File: src/rtl/tdma_pkg.sv
// Shared types for the tensor-DMA N-D burst iterator: descriptor, burst and FSM state.
package tdma_pkg;

  localparam int TDMA_ADDR_WIDTH = 64;
  localparam int TDMA_NUM_DIM    = 4;

  typedef struct packed {
    logic [TDMA_ADDR_WIDTH-1:0]     src_addr;
    logic [TDMA_ADDR_WIDTH-1:0]     dst_addr;
    logic [TDMA_NUM_DIM-1:0][31:0]  src_stride;
    logic [TDMA_NUM_DIM-1:0][31:0]  dst_stride;
    logic [TDMA_NUM_DIM:0][31:0]    shape;
  } tdma_desc_t;

  typedef struct packed {
    logic [TDMA_ADDR_WIDTH-1:0] src;
    logic [TDMA_ADDR_WIDTH-1:0] dst;
    logic [31:0]                len;
  } tdma_burst_t;

  typedef enum logic [1:0] {
    ST_IDLE  = 2'd0,
    ST_ISSUE = 2'd1,
    ST_DRAIN = 2'd2
  } tdma_state_e;

endpackage

File: src/rtl/tdma_odometer.sv
// Dimension counters and per-dimension base registers for both address paths;
// advances by one burst per step_i and flags when the current burst is the last.
module tdma_odometer
  import tdma_pkg::*;
#(
  parameter int ADDR_WIDTH = TDMA_ADDR_WIDTH,
  parameter int NUM_DIM    = TDMA_NUM_DIM
) (
  input  logic                  clk_i,
  input  logic                  rst_ni,
  input  logic                  load_i,
  input  logic                  step_i,
  input  logic [ADDR_WIDTH-1:0] src_base_i,
  input  logic [ADDR_WIDTH-1:0] dst_base_i,
  input  logic [NUM_DIM*32-1:0] src_stride_i,
  input  logic [NUM_DIM*32-1:0] dst_stride_i,
  input  logic [NUM_DIM*32-1:0] extent_i,
  output logic [ADDR_WIDTH-1:0] src_addr_o,
  output logic [ADDR_WIDTH-1:0] dst_addr_o,
  output logic                  last_o
);

  logic [31:0]           cnt_q   [NUM_DIM];
  logic [31:0]           cnt_d   [NUM_DIM];
  logic [31:0]           ext_q   [NUM_DIM];
  logic [31:0]           sstr_q  [NUM_DIM];
  logic [31:0]           dstr_q  [NUM_DIM];
  logic [ADDR_WIDTH-1:0] sbase_q [NUM_DIM];
  logic [ADDR_WIDTH-1:0] sbase_d [NUM_DIM];
  logic [ADDR_WIDTH-1:0] dbase_q [NUM_DIM];
  logic [ADDR_WIDTH-1:0] dbase_d [NUM_DIM];
  logic [ADDR_WIDTH-1:0] scur_q, scur_d;
  logic [ADDR_WIDTH-1:0] dcur_q, dcur_d;
  logic [ADDR_WIDTH-1:0] s_new, d_new;
  logic [NUM_DIM-1:0]    at_max;
  int                    sel;

  always_comb begin
    for (int i = 0; i < NUM_DIM; i++) begin
      at_max[i] = (cnt_q[i] == ext_q[i] - 32'd1);
    end
  end

  assign last_o     = &at_max;
  assign src_addr_o = scur_q;
  assign dst_addr_o = dcur_q;

  // sel is the lowest dimension that can still count; NUM_DIM means none can.
  always_comb begin
    cnt_d   = cnt_q;
    sbase_d = sbase_q;
    dbase_d = dbase_q;
    scur_d  = scur_q;
    dcur_d  = dcur_q;
    s_new   = '0;
    d_new   = '0;
    sel     = NUM_DIM;
    for (int i = NUM_DIM - 1; i >= 0; i--) begin
      if (!at_max[i]) sel = i;
    end
    for (int i = 0; i < NUM_DIM; i++) begin
      if (i == sel) begin
        s_new = sbase_q[i] + ADDR_WIDTH'(sstr_q[i]);
        d_new = dbase_q[i] + ADDR_WIDTH'(dstr_q[i]);
      end
    end
    if (load_i) begin
      for (int i = 0; i < NUM_DIM; i++) begin
        cnt_d[i]   = '0;
        sbase_d[i] = src_base_i;
        dbase_d[i] = dst_base_i;
      end
      scur_d = src_base_i;
      dcur_d = dst_base_i;
    end else if (step_i && (sel < NUM_DIM)) begin
      for (int i = 0; i < NUM_DIM; i++) begin
        if (i <= sel) begin
          cnt_d[i]   = (i == sel) ? cnt_q[i] + 32'd1 : 32'd0;
          sbase_d[i] = s_new;
          dbase_d[i] = d_new;
        end
      end
      scur_d = s_new;
      dcur_d = d_new;
    end
  end

  always_ff @(posedge clk_i or negedge rst_ni) begin
    if (!rst_ni) begin
      for (int i = 0; i < NUM_DIM; i++) begin
        cnt_q[i]   <= '0;
        ext_q[i]   <= '0;
        sstr_q[i]  <= '0;
        dstr_q[i]  <= '0;
        sbase_q[i] <= '0;
        dbase_q[i] <= '0;
      end
      scur_q <= '0;
      dcur_q <= '0;
    end else begin
      cnt_q   <= cnt_d;
      sbase_q <= sbase_d;
      dbase_q <= dbase_d;
      scur_q  <= scur_d;
      dcur_q  <= dcur_d;
      if (load_i) begin
        for (int i = 0; i < NUM_DIM; i++) begin
          ext_q[i]  <= extent_i[i*32 +: 32];
          sstr_q[i] <= src_stride_i[i*32 +: 32];
          dstr_q[i] <= dst_stride_i[i*32 +: 32];
        end
      end
    end
  end

endmodule

File: src/rtl/tdma_nd_iter.sv
// N-D burst iterator: unrolls one tensor descriptor into 1-D bursts and pulses
// done_o after the last completion. Optional perf counters: TDMA_ND_ITER_PERF_EN.
module tdma_nd_iter
  import tdma_pkg::*;
#(
  parameter int ADDR_WIDTH      = TDMA_ADDR_WIDTH,
  parameter int NUM_DIM         = TDMA_NUM_DIM,
  parameter int MAX_OUTSTANDING = 16
) (
  input  logic                       clk_i,
  input  logic                       rst_ni,
  input  logic                       desc_valid_i,
  output logic                       desc_ready_o,
  input  logic [ADDR_WIDTH-1:0]      src_addr_i,
  input  logic [ADDR_WIDTH-1:0]      dst_addr_i,
  input  logic [NUM_DIM*32-1:0]      src_stride_i,
  input  logic [NUM_DIM*32-1:0]      dst_stride_i,
  input  logic [(NUM_DIM+1)*32-1:0]  shape_i,
  output logic                       burst_valid_o,
  input  logic                       burst_ready_i,
  output logic [ADDR_WIDTH-1:0]      burst_src_o,
  output logic [ADDR_WIDTH-1:0]      burst_dst_o,
  output logic [31:0]                burst_len_o,
  input  logic                       burst_done_i,
  output logic                       busy_o,
  output logic                       done_o,
`ifdef TDMA_ND_ITER_PERF_EN
  output logic [31:0]                perf_bursts_o,
  output logic [31:0]                perf_stall_o,
`endif
  output logic [1:0]                 dbg_state_o
);

  localparam int             CW      = $clog2(MAX_OUTSTANDING + 1);
  localparam logic [CW-1:0]  OUT_MAX = CW'(MAX_OUTSTANDING);

  tdma_state_e   state_q, state_d;
  logic [CW-1:0] out_q, out_d;
  logic [31:0]   len_q;
  logic          drain_seen_q;
  logic          desc_hs, burst_hs, done_eff, zero_shape, last;

  // Handshakes: a transfer happens on a rising edge where valid and ready are
  // both high; once burst_valid_o rises it and the burst fields hold until ready.
  assign desc_hs  = desc_valid_i & desc_ready_o;
  assign burst_hs = burst_valid_o & burst_ready_i;
  assign done_eff = burst_done_i & (out_q != '0);

  always_comb begin
    zero_shape = 1'b0;
    for (int d = 0; d <= NUM_DIM; d++) begin
      if (shape_i[d*32 +: 32] == 32'd0) zero_shape = 1'b1;
    end
  end

  always_comb begin
    out_d = out_q;
    case ({burst_hs, done_eff})
      2'b10:   out_d = out_q + CW'(1);
      2'b01:   out_d = out_q - CW'(1);
      default: out_d = out_q;
    endcase
  end

  // drain_seen_q keeps done_o off in the first DRAIN cycle, so a descriptor
  // with nothing to issue still takes one settle cycle before completing.
  always_comb begin
    state_d       = state_q;
    desc_ready_o  = 1'b0;
    burst_valid_o = 1'b0;
    done_o        = 1'b0;
    case (state_q)
      ST_IDLE: begin
        desc_ready_o = 1'b1;
        if (desc_valid_i) state_d = zero_shape ? ST_DRAIN : ST_ISSUE;
      end
      ST_ISSUE: begin
        burst_valid_o = (out_q != OUT_MAX);
        if (burst_valid_o && burst_ready_i && last) state_d = ST_DRAIN;
      end
      ST_DRAIN: begin
        if (drain_seen_q && (out_q == '0)) begin
          done_o  = 1'b1;
          state_d = ST_IDLE;
        end
      end
      default: state_d = ST_IDLE;
    endcase
  end

  always_ff @(posedge clk_i or negedge rst_ni) begin
    if (!rst_ni) begin
      state_q      <= ST_IDLE;
      out_q        <= '0;
      len_q        <= '0;
      drain_seen_q <= 1'b0;
    end else begin
      state_q      <= state_d;
      out_q        <= out_d;
      drain_seen_q <= (state_q == ST_DRAIN);
      if (desc_hs) len_q <= shape_i[31:0];
    end
  end

  tdma_odometer #(
    .ADDR_WIDTH (ADDR_WIDTH),
    .NUM_DIM    (NUM_DIM)
  ) u_odometer (
    .clk_i        (clk_i),
    .rst_ni       (rst_ni),
    .load_i       (desc_hs),
    .step_i       (burst_hs),
    .src_base_i   (src_addr_i),
    .dst_base_i   (dst_addr_i),
    .src_stride_i (src_stride_i),
    .dst_stride_i (dst_stride_i),
    .extent_i     (shape_i[(NUM_DIM+1)*32-1:32]),
    .src_addr_o   (burst_src_o),
    .dst_addr_o   (burst_dst_o),
    .last_o       (last)
  );

  assign burst_len_o = len_q;
  assign busy_o      = (state_q != ST_IDLE);
  assign dbg_state_o = state_q;

`ifdef TDMA_ND_ITER_PERF_EN
  logic [31:0] perf_bursts_q, perf_stall_q;

  always_ff @(posedge clk_i or negedge rst_ni) begin
    if (!rst_ni) begin
      perf_bursts_q <= '0;
      perf_stall_q  <= '0;
    end else begin
      if (burst_hs && (perf_bursts_q != '1)) perf_bursts_q <= perf_bursts_q + 32'd1;
      if (burst_valid_o && !burst_ready_i && (perf_stall_q != '1)) perf_stall_q <= perf_stall_q + 32'd1;
    end
  end

  assign perf_bursts_o = perf_bursts_q;
  assign perf_stall_o  = perf_stall_q;
`endif

  // A completion with nothing outstanding is a backend protocol error.
  a_no_spurious_done: assert property (@(posedge clk_i) disable iff (!rst_ni)
    !(burst_done_i && (out_q == '0)));

endmodule

File: config.mk
export PLATFORM = sky130hd
export DESIGN_NAME = tdma_nd_iter
export DESIGN_NICKNAME = d
export VERILOG_FILES = /design/src/rtl/tdma_pkg.sv /design/src/rtl/tdma_odometer.sv /design/src/rtl/tdma_nd_iter.sv
export SDC_FILE = /design/constraint.sdc
export NUM_CORES = 2
export LEC_CHECK = 0
export ABC_AREA = 1
export BUFFER_PORTS_ARGS = -buffer_cell sky130_fd_sc_hd__buf_2
export CAP_MARGIN = 0
export CORE_UTILIZATION = 60
export DETAILED_ROUTE_END_ITERATION = 7
export GPL_TIMING_DRIVEN = 0
export HOLD_SLACK_MARGIN = 0.05
export PLACE_DENSITY_LB_ADDON = 0.05
export SLEW_MARGIN = 10
export SYNTH_ARGS = -nofsm -noshare
export SYNTH_HDL_FRONTEND = slang
export SYNTH_HIERARCHICAL = 1
export SYNTH_SLANG_ARGS = --single-unit
File: constraint.sdc
create_clock -name clk_i -period 3.2 [get_ports clk_i]
set_input_delay 0.32 -clock clk_i [delete_from_list [all_inputs] [get_ports clk_i]]
set_output_delay 0.32 -clock clk_i [all_outputs]
set_load 0.02 [all_outputs]
==> results of run 1 <==
## metal layers
layer / track usage [%] / GRT overflow
met5: 31.4 / 0
met4: 72.6 / 9
met3: 58.6 / 0
met2: 91.1 / 5
met1: 76.3 / 0
## cells by family after synthesis
logic type                 count (synthesis)  synth area share, %
and+or+nand+nor                         8316                 40.1
AOI/OAI and AO/OA                       1279                 7.97
xor gates and xnor gates                 532                 5.39
adders and majority gates                276                 4.05
DFF                                     1192                 34.4
buffers and inverters                   1696                 8.10
## Yosys cell counts (16+ instances only)
| master | instances |
|---|---|
| inv_2 | 19 |
| o21bai_1 | 57 |
| buf_2 | 107 |
| a21oi_1 | 467 |
| xnor2_1 | 167 |
| o21ai_0 | 509 |
| and2_1 | 16 |
| nor2_2 | 25 |
| xor2_1 | 364 |
| dfrtp_1 | 1192 |
| a21boi_0 | 19 |
| a31oi_1 | 39 |
| a21o_1 | 37 |
| nand3_1 | 1111 |
| o21ai_1 | 63 |
| ha_1 | 268 |
| nor2_1 | 1399 |
| inv_1 | 1309 |
| nand4_1 | 209 |
| nor3_1 | 265 |
| or2_2 | 153 |
| buf_4 | 47 |
| clkbuf_1 | 153 |
| nand2_2 | 25 |
| nand2_1 | 4904 |
| o22ai_1 | 50 |
| nand3b_1 | 48 |
| buf_6 | 45 |
| nor4_1 | 112 |
## stage by stage
step | hold slack [ps] | instances | TNS (ps) | area (sq um) | setup slack [ps]
3_5_place_dp | 300 | 15900 | -1624550 | 92900 | -2320
4_1_cts | 50.7 | 16900 | -71000 | 109000 | -164
3_3_place_gp | 449 | 15900 | - | 92600 | -23480
2_1_floorplan | 24.4 | 13300 | 0 | 86600 | 366
## what timing repair did
action / in CTS
cloned: 18
gates resized for setup: 1219
buffers inserted: 131
endpoints found under the hold margin: 1033
hold buffers: 540
pin swaps: 97
endpoints found under the setup margin: 1154
==> metrics.md, run 1 <==
| Metric | Value |
|---|---|
| Cell Area, Synth | `86,600 sq um` |
| Buffers on Ports | `between 700 and 800` |
| Post-Synthesis Cells | `~13,000` |
| Ys Warns | `6` |
| Largest area contributor in the netlist | `dfrtp_1` |
| Status | `aborted with a tool error` |
| Post-synth net total | `~14,000` |
| Die X | `382 um` |
| Worst endpoint pin kind | `register input` |
| Max H-tree Level | `4` |
| CTS buffer count | `~140` |
| Initial core utilization | `roughly 60%` |
| Synth Flop Type | `dfrtp_1` |
| Post-synth EDFFs | `0` |
| Clock Sinks | `about 1,200` |
| Syn Area/Cell | `~6.5 sq um` |
| Row Count | `139` |
| Pin count of the biggest net entering global routing | `168` |
| GR Overflow Total | `14` |
| Clock tree buffer depth | `3` |
| Post-synthesis sequential area ratio | `approximately 34%` |
| Post-DP HPWL | `329 mm` |
| Ports | `roughly 720` |
| Top post-synthesis cells by area | `dfrtp_1 (34%), nand2_1 (21%), nand3_1 (6.4%), nor2_1 (6.1%), inv_1 (5.7%)` |
| Synth Register Bits | `~1,200` |
| Clk root buf | `clkbuf_16` |
| Stopped at | `global routing` |
| GPL Wtd Cong | `between 1 and 1.5` |
| Post-synth ARST share | `100%` |
| Die H | `382 um` |
| Post-GRT worst EP | `u_odometer/dbase_q[37]$_DFFE_PN0P_/D` |
| GRT Total Usage | `between 70% and 80%` |
| Yosys top cell area share | `approximately a third` |
| Stop err | `[ERROR GRT-0232] Routing congestion too high. Check the congestion heatmap in the GUI.` |
| Distinct cell type count of the synthesized netlist | `58` |
==> run 2: changes to the inputs <==
--- a/config.mk
+++ b/config.mk
@@ -8,11 +8,10 @@
 export ABC_AREA = 1
 export BUFFER_PORTS_ARGS = -buffer_cell sky130_fd_sc_hd__buf_2
 export CAP_MARGIN = 0
-export CORE_UTILIZATION = 60
+export CORE_UTILIZATION = 40
 export DETAILED_ROUTE_END_ITERATION = 7
 export GPL_TIMING_DRIVEN = 0
-export HOLD_SLACK_MARGIN = 0.05
-export PLACE_DENSITY_LB_ADDON = 0.05
+export PLACE_DENSITY_LB_ADDON = 0.15
 export SLEW_MARGIN = 10
 export SYNTH_ARGS = -nofsm -noshare
 export SYNTH_HDL_FRONTEND = slang
==> run 2 against run 1 <==
Compared with the run above:
- synthesized cell count is the same
- the flow now finishes, with violations (setup timing)
- synthesized area is the same
==> metrics.md, run 2 <==
| Metric | Value |
|---|---|
| Hold Path Class | `primary input to async pin` |
| CP Class | `register to register` |
| Post-synth top cells | `nand2_1 (4,904), nor2_1 (1,399), inv_1 (1,309)` |
| Sequential share of power | `22.8%` |
| Die H | `467 um` |
| Routed length per placed instance | `27.0 um` |
| Clock tree buffer depth | `3` |
| Ports | `roughly 720` |
| Commonest non-fill, non-tap cell in the layout | `nand2_1` |
| Setup TNS | `-408,140 ps` |
| Largest area contributor in the netlist | `dfrtp_1` |
| Skew-Pair Late Insertion Delay | `between 800 and 900 ps` |
| Fin. Hold Viols | `0` |
| Initial core utilization | `between 40% and 50%` |
| GRT Total Usage | `between 40 and 50%` |
| Post-synthesis sequential area ratio | `roughly a third` |
| Core region area | `approximately 210,000 sq um` |
| Vias per Instance | `between 5 and 6` |
| Clk pwr share | `roughly 14%` |
| Worst setup SP type | `register` |
| Post-DP HPWL | `~380 mm` |
| Fillers | `approximately 22,000` |
| Crit-path slowest cell | `clkbuf_2` |
| Biggest regs | `u_odometer/dbase_q: 256 flops, u_odometer/sbase_q: 256 flops` |
| Static leakage | `roughly 55 nW` |
| Sw Pwr | `70.1 mW` |
| Setup WS post-layout | `-589 ps` |
| Failing checks | `setup timing` |
| Worst endpoint data arrival time | `4490 ps` |
| Post-synth ARST share | `100%` |
| GR Overflow Total | `0` |
| CTS buffer count | `between 100 and 150` |
| Clk_skew | `between 20 and 30 ps` |
| 1st-pass router iterations | `8` |
| Sw frac | `55.2%` |
| Req. time, crit path | `just under 4000 ps` |
| Final critical-path required period | `approximately 3800 ps` |
| CTS tree | `built` |
| Endpoints failing setup | `roughly 1,100` |
| Post-synth EDFFs | `0` |
| GPL Wtd Cong | `~1.1` |
| Max-slew violations | `0` |
| Vias in the first global route | `~94,000` |
| RSZ-0062 raised after global routing | `true` |
| Commonest non-fill, non-tap cells in the layout | `nand2_1 (4,709), nor2_1 (1,300), inv_1 (1,288)` |
| Logic gate share of total power | `62.9%` |
| Post-Synthesis Cells | `13,300` |
| Nets | `about 16,000` |
| Post-synth net total | `approximately 14,000` |
| Final period util | `118%` |
| Ys Warns | `6` |
| Internal power | `around 57 mW` |
| Buffers on Ports | `between 700 and 800` |
| Worst-path fanout max | `11` |
| Cell Area, Synth | `86,600 sq um` |
| Placed Cells | `approximately 17,000` |
| Pin count of the biggest net entering global routing | `between 100 and 150` |
| Global-route wire length before repair | `667 mm` |
| Worst slew margin | `between 10% and 20%` |
| Max IR drop VDD | `about 0.60 mV` |
| Fmax achieved | `about 260 MHz` |
| Distinct cell type count of the synthesized netlist | `58` |
| Reg clk slew, reported paths | `around 60 ps` |
| Critical Path End Type | `register` |
| Synth Register Bits | `around 1,200` |
| Max H-tree Level | `4` |
| Layout cells sized above 1 | `between 15 and 20%` |
| Yosys top cell area share | `34.4%` |
| Cell area power density | `1130 nW/um^2` |
| Setup slack at placement | `-2300 ps` |
| Row Count | `between 150 and 200` |
| Slowest cell delay on critical path | `580 ps` |
| Die area | `218,000 sq um` |
| Initial antenna violation count | `26` |
| DR vias | `roughly 99,000` |
| Finished Layout Cells | `between 15,000 and 20,000` |
| Top post-synthesis cells by area | `dfrtp_1 (34%), nand2_1 (21%), nand3_1 (6.4%), nor2_1 (6.1%), inv_1 (5.7%)` |
| Synth Flop Type | `dfrtp_1` |
| Clock Sinks | `~1,200` |
| Die X | `467 um` |
| Clk root buf | `clkbuf_16` |
| Worst-path cell chain | `nor2_4, inv_2, nor2_4, buf_4, inv_1, clkbuf_4, buf_4, clkbuf_2, o21ai_0, inv_1, nand2_4, nand3_1, nand2_1` |
| WL final | `482 mm` |
| Syn Area/Cell | `~6.5 sq um` |
| Delay-heaviest family, CP | `buffers and inverters` |
| Status | `finished, violations left` |
| Worst-Margin Slew | `between 1000 and 1500 ps` |
| Count leader, synth | `nand2_1` |
| Buf/Inv on CP | `7` |
| Min Hold Slack | `13.1 ps` |
| 1st-iter DRT viols | `approximately 11,000` |
| Max_cap viols | `0` |
| DRC viols | `0` |
| Area Growth Syn to Fin | `29.8%` |
| Routed Antenna Nets | `0` |
==> run 2: cell counts after synthesis <==
No cell type changed its count.
==> run 2: routing by layer <==
layer	GRT usage, %	vias up	share of wire (%)
met5	0	-	0.0066
met4	32.7	6	9.1
met3	8.40	1248	8.0
met2	65.1	4558	43
met1	53.3	47100	40
li1	-	45700	-
==> run 2: cell type report <==
class	count	area, sq um	share of cell area (%)
multi-input cells	10400	54000	48.0
flip-flops and latches	1192	29800	26.5
repair buffers	1403	11300	10.0
inverters	1334	5110	4.54
clock buffers	200	4190	3.72
well taps	2838	3550	3.16
plain buffers	362	3510	3.12
clock inverters	68	957	0.851
diodes	18	45.0	0.0400
==> run 2: cell families after synthesis <==
group | Yosys count | synth area share, %
adder cells (fa/ha/maj) | 276 | 4.05
XOR/XNOR | 532 | 5.39
buffers and inverters | 1696 | 8.10
flip-flops | 1192 | 34.4
AO/OA/AOI/OAI | 1279 | 7.97
AND/OR/NAND/NOR | 8316 | 40.1
==> run 2: worst paths after layout <==
| check | startpoint | end | slack, ps | cells past startpoint |
|---|---|---|---|---|
| max | dbg_state_o[0] | u_odometer/dst_addr_o[43] | -590 | 13 |
| min | rst_ni | u_odometer/ext_q[120] | 10 | 2 |
| max reg2reg | dbg_state_o[0] | u_odometer/dst_addr_o[43] | -590 | 13 |
| min reg2reg | burst_len_o[28] | burst_len_o[28] | 470 | 2 |
| max in group asynchronous | rst_ni | u_odometer/src_addr_o[12] | 790 | 5 |
| min in group clk_i | src_addr_i[44] | u_odometer/sbase_q[108] | 40 | 4 |
==> run 2: repair_timing <==
action,CTS,global route
gates resized for setup,1180,352
setup endpoints to repair,1154,1151
pin swaps,99,75
gates cloned,13,16
buffers inserted,90,33
endpoints found under the hold margin,989,0
hold buffers,520,0
==> run 2: power by group through the flow <==
stage / Clock [mW] / Combinational, mW / Sequential [mW]
global route: 18.8 / 85.2 / 29.4
finish: 18.1 / 79.9 / 28.9
CTS: 18.3 / 75.5 / 28.5
floorplan: 0 / 41.9 / 27.0
global placement: 0 / 68.3 / 28.7
detailed placement: 0 / 68.5 / 28.6
==> run 2: through the flow <==
stage	power (mW)	instance area, sq um	util (%)
global route	133	112000	52.3
global placement	97.0	93800	43.6
detailed placement	97.0	94300	43.9
floorplan	68.9	86600	-
finish	127	112000	52.4
CTS	122	110000	51.4
No activity file was read; power rests on OpenSTA's default activity.
